`src/rtl/detect_run.sv`:
```
// detect_run: run-length detector on a qualified serial bit stream.
//
// Raises dout in the same cycle that the RUN_LEN-th consecutive identical qualified bit arrives
// (Mealy output). Run tracking is independent of the value-selection mode, so a mode change
// mid-run takes effect on the very next identical bit.
//
// Build option: define DETECT_RUN_CNT_EN to build the saturating match counter. Without it,
// match_cnt is tied to zero and clr_cnt is ignored; the port list is the same in both builds.
//
// Parameters:
//   RUN_LEN   run length that triggers a match, 2..255
//   CNT_W     width of match_cnt
// Ports:
//   ck        clock, rising edge
//   rst       synchronous active-high reset; also forces dout low combinationally
//   en        sample qualifier; din is consumed only when en=1
//   din       serial data bit
//   mode      00 either value, 01 ones only, 10 zeros only, 11 matching disabled
//   ovl       1 overlapping matches, 0 non-overlapping
//   clr_cnt   synchronous clear of match_cnt (wins over an increment)
//   dout      match pulse
//   run_val   registered value of the run being tracked
//   match_cnt saturating count of matches
module detect_run #(
    parameter int unsigned RUN_LEN = 2,
    parameter int unsigned CNT_W   = 8
) (
    input  logic             ck,
    input  logic             rst,
    input  logic             en,
    input  logic             din,
    input  logic [1:0]       mode,
    input  logic             ovl,
    input  logic             clr_cnt,
    output logic             dout,
    output logic             run_val,
    output logic [CNT_W-1:0] match_cnt
);

    localparam int unsigned LEN_W = $clog2(RUN_LEN + 1);
    localparam logic [LEN_W-1:0] LenMax = LEN_W'(RUN_LEN - 1);

    if ((RUN_LEN < 2) || (RUN_LEN > 255)) begin : gen_bad_run_len
        $error("detect_run: RUN_LEN must be in 2..255");
    end

    if (CNT_W < 1) begin : gen_bad_cnt_w
        $error("detect_run: CNT_W must be at least 1");
    end

    // StIdle: no run history; StRun: last_q/len_q describe a live run.
    typedef enum logic {StIdle, StRun} state_e;

    state_e           state_q, state_d;
    logic             last_q, last_d;
    logic [LEN_W-1:0] len_q, len_d;
    logic             mode_ok;
    logic             same;
    logic             full;

    always_comb begin
        unique case (mode)
            2'b00:   mode_ok = 1'b1;
            2'b01:   mode_ok = din;
            2'b10:   mode_ok = ~din;
            default: mode_ok = 1'b0;
        endcase
    end

    assign same = (state_q == StRun) && (din == last_q);
    assign full = (len_q == LenMax);

    always_comb begin
        state_d = state_q;
        last_d  = last_q;
        len_d   = len_q;
        dout    = 1'b0;
        if (en) begin
            if (!same) begin
                state_d = StRun;
                last_d  = din;
                len_d   = LEN_W'(1);
            end else if (!full) begin
                len_d = len_q + LEN_W'(1);
            end else if (mode_ok) begin
                dout = ~rst;
                // Non-overlapping: drop the history so the next bit opens a fresh run.
                if (!ovl) begin
                    state_d = StIdle;
                end
            end
            // A completed run that is masked by mode keeps len saturated at LenMax.
        end
    end

    always_ff @(posedge ck) begin
        if (rst) begin
            state_q <= StIdle;
            last_q  <= 1'b0;
            len_q   <= '0;
        end else begin
            state_q <= state_d;
            last_q  <= last_d;
            len_q   <= len_d;
        end
    end

    assign run_val = last_q;

`ifdef DETECT_RUN_CNT_EN
    logic [CNT_W-1:0] cnt_q;

    always_ff @(posedge ck) begin
        if (rst) begin
            cnt_q <= '0;
        end else if (clr_cnt) begin
            cnt_q <= '0;
        end else if (dout && (cnt_q != {CNT_W{1'b1}})) begin
            cnt_q <= cnt_q + CNT_W'(1);
        end
    end

    assign match_cnt = cnt_q;
`else
    logic unused_clr_cnt;

    assign unused_clr_cnt = clr_cnt;
    assign match_cnt      = '0;
`endif

endmodule

```
`config.mk`:
```
export PLATFORM = sky130hd
export DESIGN_NAME = detect_run
export DESIGN_NICKNAME = d
export VERILOG_FILES = /design/src/rtl/detect_run.sv
export SDC_FILE = /design/constraint.sdc
export NUM_CORES = 1
export LEC_CHECK = 0
export BUFFER_PORTS_ARGS = -buffer_cell sky130_fd_sc_hd__buf_4
export CORE_AREA = 2 2 39 41
export DETAILED_ROUTE_END_ITERATION = 6
export DIE_AREA = 0 0 41 43
export GPL_ROUTABILITY_DRIVEN = 0
export PLACE_DENSITY = 0.48
export SYNTH_ARGS = -nofsm -noshare
export SYNTH_HDL_FRONTEND = slang
export SYNTH_SLANG_ARGS = --single-unit
export TNS_END_PERCENT = 30
```
`constraint.sdc`:
```
create_clock -name ck -period 1.48 [get_ports ck]
set_input_delay 0 -clock ck [delete_from_list [all_inputs] [get_ports ck]]
set_output_delay 0 -clock ck [all_outputs]
set_load 0.01 [all_outputs]
```
* Word-level counts from Yosys, hierarchy flattened *
Index checks and enable logic that the tools add are counted.

storage, ports and cells
  logic and storage cells = 31
  bits in registers = 4

cells by class
  multiplexer cells = 11
  $add $sub $neg = 1
  reduce and logical (&&, ||, !) cells = 5
  bitwise gates (word level) = 3
  eq/ne operators = 8

operators with widths
  kind                 count
  $mux 1               8
  $ne 2x2->1 const B   3
  $eq 2x1->1 const B   2
  $mux 2               2
  $reduce_and 2->1     2
  $reduce_and 4->1     1
  $not 1->1            3
  $pmux 1 s3           1
  $add 2x1->2 const B  1
  $eq 2x2->1 const B   1
  $logic_not 2->1      1
  $ne 2x1->1 const B   1
  $eq 1x1->1           1
  $logic_and 1x1->1    1

* Logic depth before layout (Yosys ltp) *
  depth after elaboration = 6
  mapped depth = 5
  mapped depth without buffers = 5

* Least setup slack after synthesis *
OpenSTA, ideal clock, no wires.

  path kind = flip-flop to flip-flop
  from = register len_q[1]
  to = register len_q[1]
  setup slack = 0.391 ns
  arrival time = 1.015 ns
  buffers on the path = 0
  cell stages (with the launch flop) = 6
  period minus slack after synthesis = 1.089 ns
  required time = 1.406 ns
  path through = dfxtp_1 -> inv_1 -> ha_1 -> nor3b_1 -> nand3_1 -> a31oi_1

on the way
  word-level cells in the longest chain between the ends = 3

RTL lines
  item                                        line    text
  start, declared                             56      logic [LEN_W-1:0] len_q, len_d;
  start signal, assigned                      104     len_q <= len_d;
  $add 2x1->2 or $eq 2x1->1 (tied branches)   84, 71
  $mux 2 or $ne 2x2->1 (tied branches)        -
  $mux 2 or $reduce_and 2->1 (tied branches)  -

Parallel ways exist; a longest one is shown, timed or not. The select of a mux whose other input is x is not followed.
A chain may end at the register's enable or synchronous reset.

* Worst setup path in the final report *
  from = register last_q (netlist: run_val)
  to = output dout

on the way
  word-level cells in the longest chain between the ends = 4

RTL lines
  item                    line  text
  start, declared         55    logic last_q, last_d;
  start signal, assigned  103   last_q <= last_d;
  $eq 1x1->1              70    assign same = (state_q == StRun) && (din == last_q);
  $logic_and 1x1->1       70
  $mux 1                  79    if (!same) begin
  $mux 1                  78    if (en) begin
  end, declared           35    output logic dout,

No other way between the ends.

==> impl_metrics.toml <==
[pwr]
p_per_area_nw_per_um2 = 881.4
power_w = 0.0003253
ir_worst_vdd_mv = 0.2984
p_leak_nw = 0.1656

[grt]
grt_pass1_wl_um = 897
track_usage = 0.08124
grt-ovfl-total = 0
grt_pass1_vias = 219
antenna_found_initial = 0
grt_max_degree = 7

[synth]
syn_area_per_cell_sq_um = 8.294
synthCells = 35
syn_area_sq_um = 290.3
synthDistinctLibCells = 18
synth-seq-area-share = 0.2759
yosysWarnings = 0
ys_ff_latch = 4

[cts]
clock_sinks = 4
holdBufCountCts = 1
clockBufferDepth = 2
cts_inserted_buffers = 3
cts.repair.resized = 0
cts_tree = "yes"
cts-root-buf = "clkbuf_4"
cts-htree-levels = 1
clk_latency_ps = 240
path_clk_slew_ps = 30
cts_setup_buffers = 0

[final_layout]
layout_common_cells = "8 x conb_1, 8 x buf_4, 4 x dfxtp_1"
areaGrowthSynthToFinish_pct = 27.16
nNetsFinal = 57
num_antenna_cells = 0
instances_no_fill = 62
drive_above_1_share = 0.2391
design_area_sq_um = 369.1
n_fill_cell = 153

[routing]
drtPass1Iterations = 4
vias_per_cell = 4.081
drt_iter0_drc = 9
route.vias.total = 253
wl_per_cell_um = 8.210
route.final.wire_length_um = 509
antenna_left = 0
drc = 0

[timing]
setup-tns-final_ps = 0
fin_skew_ps = 7.430
slew_viol_final = 0
fin_crit_ps = 1324
holdWs_ps = 50.27
fmax_ghz = 0.7552
setup_viol = 0
hold_viol_final = 0
fin_crit_sh = 0.8947
rsz0062_at_grt = "no"

[critical_path]
cp_data_arrival_time_ps = 1320
critPathMaxFanout = 4
worst_r2r_path_depth = 5
worstSetupPathType = "reg -> out"
end_kind = "output pin"
worstPathRequired_ps = 1480
worst_setup_path_start_kind = "flip-flop"

[worst_hold_path]
hold_path.class = "in -> reg"
whs_path_depth = 3

[placement]
dp.cells = 58
place_area_sq_um = 336.6
io_buffers = 8
dp_hpwl_um = 403.4

[job]
max_cap_viol_count = 0

[floorplanning]
core-area_sq_um = 1384
dieWidth_um = 41
start_util = 0.2098
ioPinCount = 18
die_y_um = 43
fp.dieArea_sq_um = 1763
rows = 14

[run_status]
status = "finished clean"
-- logic make-up (layout without fill, tap and decap cells) --
kind of cell             count (synthesis)  in the layout  share of synthesized area
AND/OR/NAND/NOR                         11             11                     0.2069
buffers and inverters                   11             15                     0.2457
AO/OA/AOI/OAI                            4              4                     0.1164
multiplexers                             2              2                    0.06897
flip-flops                               4              4                     0.2759
other                                    1              8                    0.01292
adder cells (fa/ha/maj)                  1              1                    0.04310
XOR/XNOR                                 1              1                    0.03018
-- layer usage --
layer  GRT usage  up-vias  routed length (um)
li1            -      130                   -
met1     0.09615      107                 246
met2     0.09375       16                 202
met3     0.07853        0                  60
met4     0.04000        0                   0
met5           0        -                   0
-- power by group --
part | internal (W) | switching [W]
clock | 0.0000908 | 0.0000458
sequential | 0.000116 | 0.00000777
combinational | 0.0000308 | 0.0000340
-- Yosys cell counts (all sizes together) --
master  n  area, sq um
buf     8        60.06
nor2    2        7.510
nor3b   1        7.510
mux2i   2        20.02
xnor2   1        8.760
nand4b  1        8.760
nand3   2        10.01
nor3    1        5.000
a32o    1        10.01
nand2   2        7.510
a31oi   2        12.51
o221a   1        11.26
ha      1        12.51
dfxtp   4        80.08
nand4   1        6.260
conb    1        3.750
inv     3        11.26
nand3b  1        7.510
-- worst paths after layout --
path / from / to / slack (ps)
worst max-delay path: run_val$_SDFFE_PP0P_ / dout / 160
worst min-delay path: din / run_val$_SDFFE_PP0P_ / 50
worst max register to register: len_q[1]$_SDFFE_PP0P_ / len_q[1]$_SDFFE_PP0P_ / 310
worst min register to register: len_q[1]$_SDFFE_PP0P_ / len_q[1]$_SDFFE_PP0P_ / 490
-- area by class of cell --
cell class,count,area (sq um),share of cell area
multi-input cells,27,165.2,0.4475
clock buffers,3,22.52,0.06102
well taps,16,20.02,0.05424
repair buffers,9,70.07,0.1898
inverters,3,11.26,0.03051
flip-flops and latches,4,80.08,0.2169
-- worst max-delay path, cell delays in order, from the launching register on --
cell and delay [ps]:
dfxtp_1 320, xnor2_1 300, nand2_1 150, nor3_1 190, buf_4 150
-- registers in the layout (all words and copies together) (netlist names) --
register / cells
state_q: 1
run_val: 1
len_q: 2
-- stage by stage --
stage,util,worst slack (ps)
2_1_floorplan,-,391.0
3_3_place_gp,0.2432,282.8
3_5_place_dp,0.2432,309.7
4_1_cts,0.2667,145.3
5_1_grt,0.2667,80.47
6_report,0.2667,155.8
(Power assumes the default switching activity.)
